### src/rtl/pb_debounce_pkg.sv
// pb_debounce_pkg: shared debounce FSM state encodings and default timing.
package pb_debounce_pkg;

    typedef enum logic [1:0] {
        S_LOW  = 2'd0,
        S_RCHK = 2'd1,
        S_HIGH = 2'd2,
        S_FCHK = 2'd3
    } pb_state_e;

    // 20 ms at 50 MHz
    localparam int DB_CYCLES_50MHZ = 1000000;

endpackage

### src/rtl/pb_debounce_ch.sv
// pb_debounce_ch: one button channel (synchronizer, saturating counter, debounce FSM).
module pb_debounce_ch
    import pb_debounce_pkg::*;
#(
    parameter int SYNC_STAGES = 2,
    parameter int DB_CYCLES   = DB_CYCLES_50MHZ
) (
    input  logic clk,
    input  logic rst,
    input  logic pb_raw,
    output logic pb_level,
    output logic pb_press,
    output logic pb_release
);

    localparam int CNT_W = $clog2(DB_CYCLES);
    localparam logic [CNT_W-1:0] LAST = CNT_W'(DB_CYCLES - 1);

    logic [SYNC_STAGES-1:0] sync_q;
    logic [CNT_W-1:0]       cnt_q, cnt_d;
    pb_state_e              state_q, state_d;
    logic                   level_q, level_d, press_q, press_d, rel_q, rel_d;
    logic                   s;

    assign s          = sync_q[SYNC_STAGES-1];
    assign pb_level   = level_q;
    assign pb_press   = press_q;
    assign pb_release = rel_q;

    always_ff @(posedge clk) begin
        if (rst) begin
            sync_q  <= '0;
            cnt_q   <= '0;
            state_q <= S_LOW;
            level_q <= 1'b0;
            press_q <= 1'b0;
            rel_q   <= 1'b0;
        end else begin
            sync_q  <= {sync_q[SYNC_STAGES-2:0], pb_raw};
            cnt_q   <= cnt_d;
            state_q <= state_d;
            level_q <= level_d;
            press_q <= press_d;
            rel_q   <= rel_d;
        end
    end

    always_comb begin
        state_d = state_q;
        cnt_d   = (cnt_q == '1) ? cnt_q : cnt_q + 1'b1;
        level_d = level_q;
        press_d = 1'b0;
        rel_d   = 1'b0;
        case (state_q)
            S_LOW: if (s) begin
                state_d = S_RCHK;
                cnt_d   = '0;
            end
            S_RCHK: if (!s) begin
                state_d = S_LOW;
                cnt_d   = '0;
            end else if (cnt_q == LAST) begin
                state_d = S_HIGH;
                cnt_d   = '0;
                level_d = 1'b1;
                press_d = 1'b1;
            end
            S_HIGH: if (!s) begin
                state_d = S_FCHK;
                cnt_d   = '0;
            end
            S_FCHK: if (s) begin
                state_d = S_HIGH;
                cnt_d   = '0;
            end else if (cnt_q == LAST) begin
                state_d = S_LOW;
                cnt_d   = '0;
                level_d = 1'b0;
                rel_d   = 1'b1;
            end
        endcase
    end

endmodule

### src/rtl/pb_debounce.sv
// pb_debounce: NUM_BTN independent debounced pushbutton channels with press/release pulses.
module pb_debounce
    import pb_debounce_pkg::*;
#(
    parameter int NUM_BTN     = 4,
    parameter int SYNC_STAGES = 2,
    parameter int DB_CYCLES   = DB_CYCLES_50MHZ
) (
    input  logic               clk,
    input  logic               rst,
    input  logic [NUM_BTN-1:0] pb_raw,
    output logic [NUM_BTN-1:0] pb_level,
    output logic [NUM_BTN-1:0] pb_press,
    output logic [NUM_BTN-1:0] pb_release
);

    for (genvar i = 0; i < NUM_BTN; i++) begin : g_ch
        pb_debounce_ch #(
            .SYNC_STAGES(SYNC_STAGES),
            .DB_CYCLES  (DB_CYCLES)
        ) u_ch (
            .clk       (clk),
            .rst       (rst),
            .pb_raw    (pb_raw[i]),
            .pb_level  (pb_level[i]),
            .pb_press  (pb_press[i]),
            .pb_release(pb_release[i])
        );
    end

endmodule
### config.mk
export PLATFORM = sky130hd
export DESIGN_NAME = pb_debounce
export DESIGN_NICKNAME = d
export VERILOG_FILES = /design/src/rtl/pb_debounce_pkg.sv /design/src/rtl/pb_debounce_ch.sv /design/src/rtl/pb_debounce.sv
export SDC_FILE = /design/constraint.sdc
export NUM_CORES = 1
export LEC_CHECK = 0
export ABC_AREA = 1
export CAP_MARGIN = 5
export CELL_PAD_IN_SITES_DETAIL_PLACEMENT = 1
export CELL_PAD_IN_SITES_GLOBAL_PLACEMENT = 1
export CORE_MARGIN = 5
export CORE_UTILIZATION = 35
export CTS_CLUSTER_SIZE = 16
export DETAILED_ROUTE_END_ITERATION = 8
export GPL_TIMING_DRIVEN = 0
export PLACE_DENSITY_LB_ADDON = 0.1
export SYNTH_ARGS = -nofsm -noshare
export SYNTH_HDL_FRONTEND = slang
export SYNTH_SLANG_ARGS = --single-unit
### constraint.sdc
create_clock -name clk -period 1.9 [get_ports clk]
set_input_delay 0.38 -clock clk [delete_from_list [all_inputs] [get_ports clk]]
set_output_delay 0.38 -clock clk [all_outputs]
set_load 0.02 [all_outputs]
-- Word-level counts from Yosys, hierarchy flattened
Cells that the tools add are included.
- register bits: 108
- bits in latches: 0
- RAM bits: 0
- memory bits (read-only): 0
- input bits: 6
- output and inout port bits: 12
- memories kept: 0
- add/subtract/negate cells: 4
- multipliers: 0
- divide/modulo/power cells: 0
- order comparisons: 0
- equal/unequal tests: 52
- shift operators: 0
- mux-type cells: 80
- bitwise operators: 12
- reduce and logical (&&, ||, !) cells: 24
- operator list (operator ; number):
    2-to-1 mux 20 bit ; 24
    case mux 20 bit (4 select lines) ; 4
    equality test 20 bit (second input constant) ; 8
    adder 20 x 1 -> 20 bit (second input constant) ; 4
    2-to-1 mux 2 bit ; 24
    inequality test 2 x 1 -> 1 bit (second input constant) ; 16
    case mux 2 bit (4 select lines) ; 4
    OR reduction 3 bit ; 8
    2-to-1 mux 1 bit ; 20
    AND reduction 5 bit ; 4
    equality test 2 bit (second input constant) ; 8
    inequality test 2 bit (second input constant) ; 8
    AND reduction 4 bit ; 4
    inequality test 3 x 1 -> 1 bit (second input constant) ; 4
    inequality test 3 bit (second input constant) ; 4
    NOT 1 bit ; 12
    equality test 2 x 1 -> 1 bit (second input constant) ; 4
    logical NOT 2 bit ; 4
    case mux 1 bit (2 select lines) ; 4
    nonzero test 2 bit ; 4

-- Logic depth before layout (Yosys ltp)
Gate-level depths: netlist of run 1.
- depth in word-level cells: 5
- gate-level depth with buffers: 11
- gate-level depth less buffers: 11

-- Hierarchy
A second synthesis of run 1 with hierarchy kept.
- cells, all modules: 853
- area, all modules: 5851.9 um^2
- modules (own cells, without submodules) (module ; instances ; cells an instance ; area each (um^2) ; sequential area each (um^2)):
    pb_debounce_ch at g_ch[1].u_ch ... ; 2 ; 211 ; 1460.2 ; 540.5
    pb_debounce_ch at g_ch[0].u_ch ; 1 ; 214 ; 1472.7 ; 540.5
    pb_debounce_ch at g_ch[3].u_ch ; 1 ; 217 ; 1458.9 ; 540.5

-- Least setup slack after synthesis of run 1
Ideal clock, no wire load.
- kind: reg-to-reg
- from: register g_ch[2].u_ch.cnt_q[0]
- to: register g_ch[2].u_ch.cnt_q[16]
- setup time: 0.116 ns
- arrival: 1.426 ns
- required time: 1.784 ns
- path slack: 0.358 ns
- cell stages (with the launch flop): 12
- cells stage by stage: dfxtp_1 -> ha_1 -> inv_1 -> nor2_4 -> nand2_2 -> nor2_2 -> nand2_1 -> nand2_2 -> nand2_1 -> nand2_2 -> buf_6 -> nor2_1
- longest elaborated chain between the ends: 5
- elaborated cells between the ends (all ways): 10
- ends and longest elaborated chain (what ; RTL line ; RTL):
    from (decl) ; pb_debounce_ch.sv:20 ; logic [CNT_W-1:0] cnt_q, cnt_d;
    from (signal assigned) ; pb_debounce_ch.sv:40 ; cnt_q <= cnt_d;
    adder 20 x 1 -> 20 bit / equality test 20 bit (equally long branches) ; pb_debounce_ch.sv:50 ; cnt_d = (cnt_q == '1) ? cnt_q : cnt_q + 1'b1;
    2-to-1 mux 20 bit ; pb_debounce_ch.sv:50 ;
    2-to-1 mux 20 bit ; pb_debounce_ch.sv:62, pb_debounce_ch.sv:75 ;
    2-to-1 mux 20 bit, on equally long branches ; pb_debounce_ch.sv:72, pb_debounce_ch.sv:59 ;
    case mux 20 bit (4 select lines) (*) ; pb_debounce_ch.sv:54 ; case (state_q)
Mark *: on every way between the ends. The rest lies on a longest branch, timed or not.
A chain may end at the register's enable or synchronous reset.

-- Final worst setup path of run 1
- from: register g_ch[2].u_ch.level_q
- to: output pb_level[2]
- RTL lines (what ; RTL line ; RTL):
    from (decl) ; pb_debounce_ch.sv:22 ; logic level_q, level_d, press_q, press_d, rel_q, rel_d;
    from (signal assigned) ; pb_debounce_ch.sv:42 ; level_q <= level_d;
    to (decl) ; pb_debounce.sv:12 ; output logic [NUM_BTN-1:0] pb_level,
No word-level cell between the ends.

==> PnR_summary.wiki, run 1 <==
{| class="wikitable"
! Metric !! Value
|-
| Largest voltage drop on the vdd net || 0.505 mV
|-
| Post-layout minimum cycle time || 1.79 ns
|-
| Largest stage delay on the critical path || 0.58 ns
|-
| Endpoint type of the worst setup path || output port
|-
| Crit share post-route || a little over nine tenths
|-
| Worst Reg2Reg Path Length in Cells || 11
|-
| DRT iter0 DRCs || approximately 190
|-
| Share of total power in the clock network || about 43%
|-
| EDFF count, synth || 0
|-
| Number of cells traversed by the worst hold path || 2
|-
| Share of the core filled with cells in the final layout || 40.8%
|-
| Placeable Area || around 16000 sq um
|-
| Max-cap violations || 0
|-
| Horizontal die dimension || around 140 microns
|-
| Ratio of routed vias to standard cells || 4.84
|-
| Clock transition time at the flip-flop clock pins of the worst setup and hold paths || around 0.070 ns
|-
| Remaining global-route overflow || 0
|-
| Share of synthesized area occupied by flip-flops and latches || between 30% and 40%
|-
| Hold path endpoint || g_ch[0].u_ch.state_q[0]$_SDFFE_PP0P_
|-
| Yosys Warn Count || 0
|-
| Clock sinks || roughly 110
|-
| Gate count of the mapped netlist || approximately 830
|-
| Layout Skew || 0.00561 ns
|-
| Post-synthesis instance area || around 5700 sq um
|-
| Count of inserted antenna diode cells || 0
|-
| Fraction of power consumed by combinational cells || ~5.8%
|-
| Sequence of cells on the critical path || buf_4 -> clkdlybuf4s50_1
|-
| Floorplan die area || ~19000 sq um
|-
| Antenna violations before repair || 0
|-
| Result of the run || complete, no violations
|-
| Fin worst setup slack || between 0.1 and 0.15 ns
|-
| Initial cell density of the core || 35.7%
|-
| GP Congestion || between 0.8 and 0.9
|-
| Setup slack after placement || -0.0375 ns
|-
| Deepest level of the CTS H-tree || 3
|-
| Top-count cell post-synth || nand2_1
|-
| Path type of the worst setup path || register to output port
|-
| Area grow syn2layout || 14.1%
|-
| Highest attainable clock frequency || around 0.56 GHz
|-
| Detailed-routing iteration count for the pre-antenna-repair pass || 4
|-
| Data required time of the worst path || 1.52 ns
|-
| CTS tree || built
|-
| Fraction of layout instances using a drive strength above 1 || 10.8%
|-
| Post-DP HPWL || around 11000 microns
|-
| DRT Wirelength || about 15000 microns
|-
| Leading post-synthesis cells by cell area || dfxtp_1 (38%), nand2_1 (12%), nor2_1 (11%)
|-
| Remaining design rule violation count || 0
|-
| Number of buffers added by the clock tree synthesis step || 9
|-
| Number of hold violations in the final report || 0
|-
| Hold-fix buffer count after cts || 0
|-
| Net switching power || between 1000 and 1500 uW
|-
| Largest net degree at the start of global routing || 17
|-
| CP max stage cell || clkdlybuf4s50_1
|-
| Sw frac || 23.7%
|-
| Setup-failing EPs final || 0
|-
| Layout Nets || between 800 and 900
|-
| Total chip power || 4600 uW
|-
| Area share of the leading cell type in the synthesized netlist || between 30% and 40%
|-
| Synthesized flop and latch total || 108
|-
| Worst hold-check path type || input pin to register
|-
| Total power divided by cell area || between 700 and 800 nW/um^2
|-
| Via count of the first global-routing pass || roughly 5400
|-
| # rows || 46
|-
| Synth cell count leaders || nand2_1 (181), nor2_1 (162), dfxtp_1 (108)
|-
| Overall via count from detail_route || approximately 5200
|-
| Number of antenna-violating nets in the routed design || 0
|-
| Clock tree buffer depth || 2
|-
| Data arrival time of the critical path || around 1.4 ns
|-
| Synthesized area divided by synthesized cell count || about 6.8 sq um
|-
| Yosys cell types || 38
|-
| Transition at the pin with the smallest max-transition slack || 0.508 ns
|-
| Register share of total power || slightly above 50%
|-
| Clk Latency, worst-skew pair || about 0.35 ns
|-
| Routed len/inst || 13.5 microns
|-
| Port buffer count || 16
|-
| Worst flop-to-flop path startpoint || g_ch[1].u_ch.cnt_q[1]$_SDFF_PP0_
|-
| Net count after synthesis || ~840
|-
| Worst hold path startpoint || rst
|-
| Die span in y || about 140 microns
|-
| Setup slack, reg-to-reg || 0.15 ns
|-
| GRT Overall Usage || between 10% and 20%
|-
| Critical path launch point type || register
|-
| Number of ports placed on the die boundary || 18
|-
| Leading register cell type out of synthesis || dfxtp_1
|-
| Largest area contributor in the synthesized netlist || dfxtp_1
|-
| First-pass GRT wire length || approximately 25000 microns
|-
| Max Transition Viols Final || 0
|-
| Headroom to the max-slew limit || approximately two thirds
|-
| Worst reg2reg path endpoint || g_ch[1].u_ch.cnt_q[16]$_SDFF_PP0_
|-
| CTS Root Cell || clkbuf_16
|-
| Static power due to leakage || roughly 0.0024 uW
|-
| CP Max Fanout || 2
|-
| Internal power || between 3000 and 4000 uW
|-
| Share of async-settable or async-resettable flops after synthesis || 0%
|-
| FILL cells || a little over 2000
|}
area by class of cell:
cell class / count / area [sq um] / share of cell area [%]
Sequential cell: 108 / 2170 / 33.5
Multi-Input combinational cell: 609 / 3020 / 46.6
Clock buffer: 12 / 256 / 3.96
Buffer: 24 / 200 / 3.09
Clock inverter: 4 / 47.5 / 0.734
Inverter: 91 / 344 / 5.32
Tap cell: 216 / 270 / 4.17
Timing Repair Buffer: 17 / 168 / 2.59
power groups by stage:
stage	logic, uW	registers, uW	clock network [uW]
3_3_place_gp	255	2400	0
2_1_floorplan	196	2400	0
5_1_grt	306	2370	2110
4_1_cts	268	2350	2050
3_5_place_dp	266	2410	0
6_report	268	2360	1970
layer usage:
| layer | track usage (%) | vias up | part of all wire [%] |
|---|---|---|---|
| met5 | 0 | - | 0 |
| met2 | 28.9 | 32 | 49 |
| met1 | 20.9 | 2509 | 47 |
| met4 | 5.04 | 0 | 1.4 |
| li1 | - | 2677 | - |
| met3 | 2.99 | 11 | 2.0 |
logic make-up (layout without fill, tap and decap cells):
group | Yosys count | after routing | synth area share (%)
simple gates | 479 | 479 | 37.2
buf+inv | 115 | 148 | 9.59
flops | 108 | 108 | 38.1
compound gates | 82 | 82 | 7.41
xor+xnor | 44 | 44 | 6.79
fa+ha+maj | 4 | 4 | 0.882
stage by stage:
stage          std cells  setup TNS, ns  instance area (sq um)  hold WS [ns]
3_5_place_dp        1064         -0.343                   6110         0.397
4_1_cts             1080              0                   6420         0.329
6_report            1081              0                   6470         0.340
5_1_grt             1081        -0.0331                   6470         0.346
2_1_floorplan        832              0                   5680         0.388
3_3_place_gp        1064       -0.00687                   6110         0.398
sequential cells by signal (all words and copies together), names as in the netlist, named ones only:
signal,flops
g_ch.u_ch.sync_q,8
g_ch.u_ch.state_q,4
g_ch.u_ch.cnt_q,80
g_ch.u_ch.pb_level,4
g_ch.u_ch.pb_release,4
g_ch.u_ch.pb_press,4
worst max path at each step:
| stage | end | from | slack, ns | cells past startpoint |
|---|---|---|---|---|
| 2_1_floorplan | g_ch[2].u_ch.cnt_q[16]$_SDFF_PP0_ | g_ch[2].u_ch.cnt_q[0]$_SDFF_PP0_ | 0.36 | 11 |
| 3_5_place_dp | g_ch[0].u_ch.cnt_q[12]$_SDFF_PP0_ | g_ch[0].u_ch.cnt_q[0]$_SDFF_PP0_ | -0.04 | 10 |
| 6_report | pb_level[2] | g_ch[2].u_ch.pb_level$_SDFFE_PP0P_ | 0.11 | 2 |
| 4_1_cts | g_ch[2].u_ch.cnt_q[17]$_SDFF_PP0_ | g_ch[2].u_ch.cnt_q[0]$_SDFF_PP0_ | 0.03 | 11 |
| 3_3_place_gp | g_ch[0].u_ch.cnt_q[10]$_SDFF_PP0_ | g_ch[0].u_ch.cnt_q[0]$_SDFF_PP0_ | -0.005 | 10 |
| 5_1_grt | g_ch[1].u_ch.cnt_q[7]$_SDFF_PP0_ | g_ch[1].u_ch.cnt_q[1]$_SDFF_PP0_ | -0.01 | 11 |
critical path: cells and delay by family (launching register included):
family	cells	cell delay, ns
flops	1	0.36
buf+inv	2	0.69
cells in the final DEF, fill, tap and decap left out, drive strengths merged:
| cell | n |
|---|---|
| a211oi | 1 |
| nand4 | 16 |
| and3 | 2 |
| a21o | 1 |
| clkinvlp | 1 |
| bufinv | 1 |
| nor2 | 173 |
| a21oi | 62 |
| or2 | 7 |
| xnor2 | 17 |
| buf | 22 |
| nand3 | 63 |
| clkbuf | 15 |
| ha | 4 |
| clkdlybuf4s50 | 16 |
| o211ai | 1 |
| nand2 | 196 |
| xor2 | 27 |
| inv | 90 |
| dfxtp | 108 |
| nor4 | 3 |
| nor3 | 17 |
| o21ai | 16 |
| and2 | 2 |
| o21bai | 1 |
| clkinv | 3 |
repair_timing:
action                     CTS  global route
resized for setup            2            15
buffers inserted             0             1
pin swaps                    0             2
setup endpoints to repair   14            76
Note: power is estimated with default switching activity, not from simulation.
==> run 2: changes to the inputs <==
Settings changed: SLEW_MARGIN set to 5.
==> results of run 2 <==
The final DEF is identical to that of run 1; final timing and power are the same.
==> run 3: changes to the inputs <==
Settings changed: SETUP_SLACK_MARGIN set to 0.4.
==> run 3 against run 2 <==
Net effect:
- via count is 5.3% higher
- clock power is 6% higher
- fmax rose by 12%
- sequential share of layout area down 3.7 points
- non-clock buffer count grew 63
- worst hold slack worse by 0.015 ns
- die area did not move
- final cell count rose by 5.9%
- first-iteration DRC count is 20% higher
- utilization is 6.9 points higher
- worst setup slack improved by 0.19 ns
- highest routed layer unchanged
==> PnR_summary.wiki, run 3 (same netlist as run 1, synthesis figures left out) <==
{| class="wikitable"
! Metric !! Value
|-
| CP Max Fanout || 3
|-
| Data required time of the worst path || 2.19 ns
|-
| Initial cell density of the core || 35.7%
|-
| Number of antenna-violating nets in the routed design || 0
|-
| Layout Nets || 934
|-
| Count of inserted antenna diode cells || 0
|-
| Fraction of layout instances using a drive strength above 1 || a little under a third
|-
| Overall via count from detail_route || around 5500
|-
| Leading cell types in the layout, fill and taps excluded || nand2_1 (164), nor2_1 (130), inv_1 (76)
|-
| Placeable Area || 15900 sq um
|-
| Routed len/inst || ~14 microns
|-
| Deepest level of the CTS H-tree || 3
|-
| Setup total negative slack || 0 ns
|-
| Clock transition time at the flip-flop clock pins of the worst setup and hold paths || 0.07 ns
|-
| Endpoint type of the worst setup path || register
|-
| Ratio of routed vias to standard cells || between 4 and 5
|-
| Total chip power || 4900 uW
|-
| Met3 track utilization from global routing || 3.25%
|-
| Static power due to leakage || 0.00295 uW
|-
| # rows || 46
|-
| Max Transition Viols Final || 0
|-
| Total power divided by cell area || 648 nW/um^2
|-
| DRT Wirelength || 16300 microns
|-
| Biggest regs || g_ch.u_ch.cnt_q: 80 flops, g_ch.u_ch.sync_q: 8 flops
|-
| Instance area at placement || approximately 6100 sq um
|-
| Worst hold-check path type || input pin to register
|-
| Largest net degree at the start of global routing || 18
|-
| DRT iter0 DRCs || 224
|-
| Number of buffers added by the clock tree synthesis step || 9
|-
| Horizontal die dimension || about 140 microns
|-
| Setup-failing EPs final || 0
|-
| Unrepaired setup endpoints after global routing || true
|-
| Largest voltage drop on the vdd net || 0.505 mV
|-
| Finished layout cell area || 7560 sq um
|-
| Highest attainable clock frequency || ~0.63 GHz
|-
| Post-layout minimum cycle time || between 1.5 and 2 ns
|-
| Most heavily used metal layer in global routing || met2
|-
| Remaining design rule violation count || 0
|-
| Largest Register || g_ch.u_ch.cnt_q
|-
| Number of hold violations in the final report || 0
|-
| Max-cap violations || 0
|-
| CTS Root Cell || clkbuf_16
|-
| Post-DP HPWL || about 11000 microns
|-
| Port buffer count || 16
|-
| WHS || ~0.33 ns
|-
| Result of the run || complete, no violations
|-
| Number of ports placed on the die boundary || 18
|-
| Layout Skew || a little under 0.007 ns
|-
| GP Congestion || ~0.86
|-
| CTS tree || built
|-
| Met2 track utilization from global routing || ~32%
|-
| Antenna violations before repair || 0
|-
| First-pass GRT wire length || 26800 microns
|-
| GR Util met1 || between 20 and 25%
|-
| Clock sinks || roughly 110
|-
| Floorplan die area || approximately 19000 sq um
|-
| Clock tree buffer depth || 2
|-
| Via count of the first global-routing pass || 5716
|-
| Path type of the worst setup path || register to register
|-
| Number of flip-flops in the largest register || 80
|-
| Die span in y || around 140 microns
|-
| Crit share post-route || 84.0%
|-
| Remaining global-route overflow || 0
|-
| Transition at the pin with the smallest max-transition slack || 0.508 ns
|-
| Data arrival time of the critical path || between 1.5 and 2 ns
|-
| Headroom to the max-slew limit || ~66%
|-
| Most frequent standard cell in the layout excluding fill and tap cells || nand2_1
|-
| Critical path launch point type || register
|-
| Area grow syn2layout || 33.2%
|-
| Clk Latency, worst-skew pair || between 0.3 and 0.4 ns
|-
| GRT Overall Usage || approximately 18%
|-
| Detailed-routing iteration count for the pre-antenna-repair pass || 4
|}
==> run 3: cell types whose count changed in the layout (fill, tap and decap cells not counted), sizes merged <==
cell           previous run  this run
buf                      22        84
clkdlybuf4s50            16         4
clkdlybuf4s15             0         8
dlygate4sd2               0         3
bufinv                    1         2
clkinvlp                  1         2
inv                      90        91
==> run 3: worst max-delay path, stage by stage (launching register included) <==
cell and delay, ns:
dfxtp_4 0.36, ha_4 0.14, inv_2 0.04, nor2_4 0.15
buf_4 0.13, nand2_2 0.08, nor3_4 0.22, buf_4 0.17
buf_4 0.11, a21oi_1 0.04, nor2_1 0.09
==> run 3: area by class of cell <==
class	count	area, sq um
timing repair buffer	80	722
timing repair inverter	1	7.51
fill	2018	8320
clock buffer	10	239
inverter	91	352
multi-input combinational	609	3410
sequential	108	2250
buffer	24	221
clock inverter	6	86.3
tap	216	270
==> run 3: report_power, final <==
| part | internal [uW] | total, uW | switching, uW |
|---|---|---|---|
| logic | 217 | 460 | 244 |
| registers | 2300 | 2350 | 50.5 |
| clock network | 1190 | 2090 | 893 |
==> run 3: worst paths after layout <==
check | from | end | slack (ns) | cells past startpoint
min | rst | g_ch[3].u_ch.state_q[0]$_SDFFE_PP0P_ | 0.33 | 2
min reg2reg | g_ch[1].u_ch.sync_q[0]$_SDFF_PP0_ | g_ch[1].u_ch.sync_q[1]$_SDFF_PP0_ | 0.41 | 2
max | g_ch[2].u_ch.cnt_q[1]$_SDFF_PP0_ | g_ch[2].u_ch.cnt_q[2]$_SDFF_PP0_ | 0.30 | 10
max reg2reg | g_ch[2].u_ch.cnt_q[1]$_SDFF_PP0_ | g_ch[2].u_ch.cnt_q[2]$_SDFF_PP0_ | 0.30 | 10
==> run 3: timing repair <==
item | CTS | global route
setup buffers | 35 | 25
hold buffers | 0 | 0
pin swaps | 36 | 32
gates cloned | 3 | 2
setup endpoints to repair | 111 | 93
gates resized for setup | 120 | 107
==> run 3: stage by stage <==
| stage | setup WS (ns) | util (%) | std cells |
|---|---|---|---|
| CTS | 0.288 | 44.5 | 1118 |
| global placement | 0.0867 | 38.5 | 1064 |
| floorplan | 0.406 | - | 832 |
| global route | 0.210 | 47.6 | 1145 |
| finish | 0.304 | 47.6 | 1145 |
| detailed placement | 0.0421 | 38.5 | 1064 |
==> run 3: layer usage <==
layer / vias up / wire (microns)
met1: 2636 / 7380
met4: 0 / 215
met3: 18 / 357
met2: 42 / 8300
li1: 2808 / -
met5: - / 0
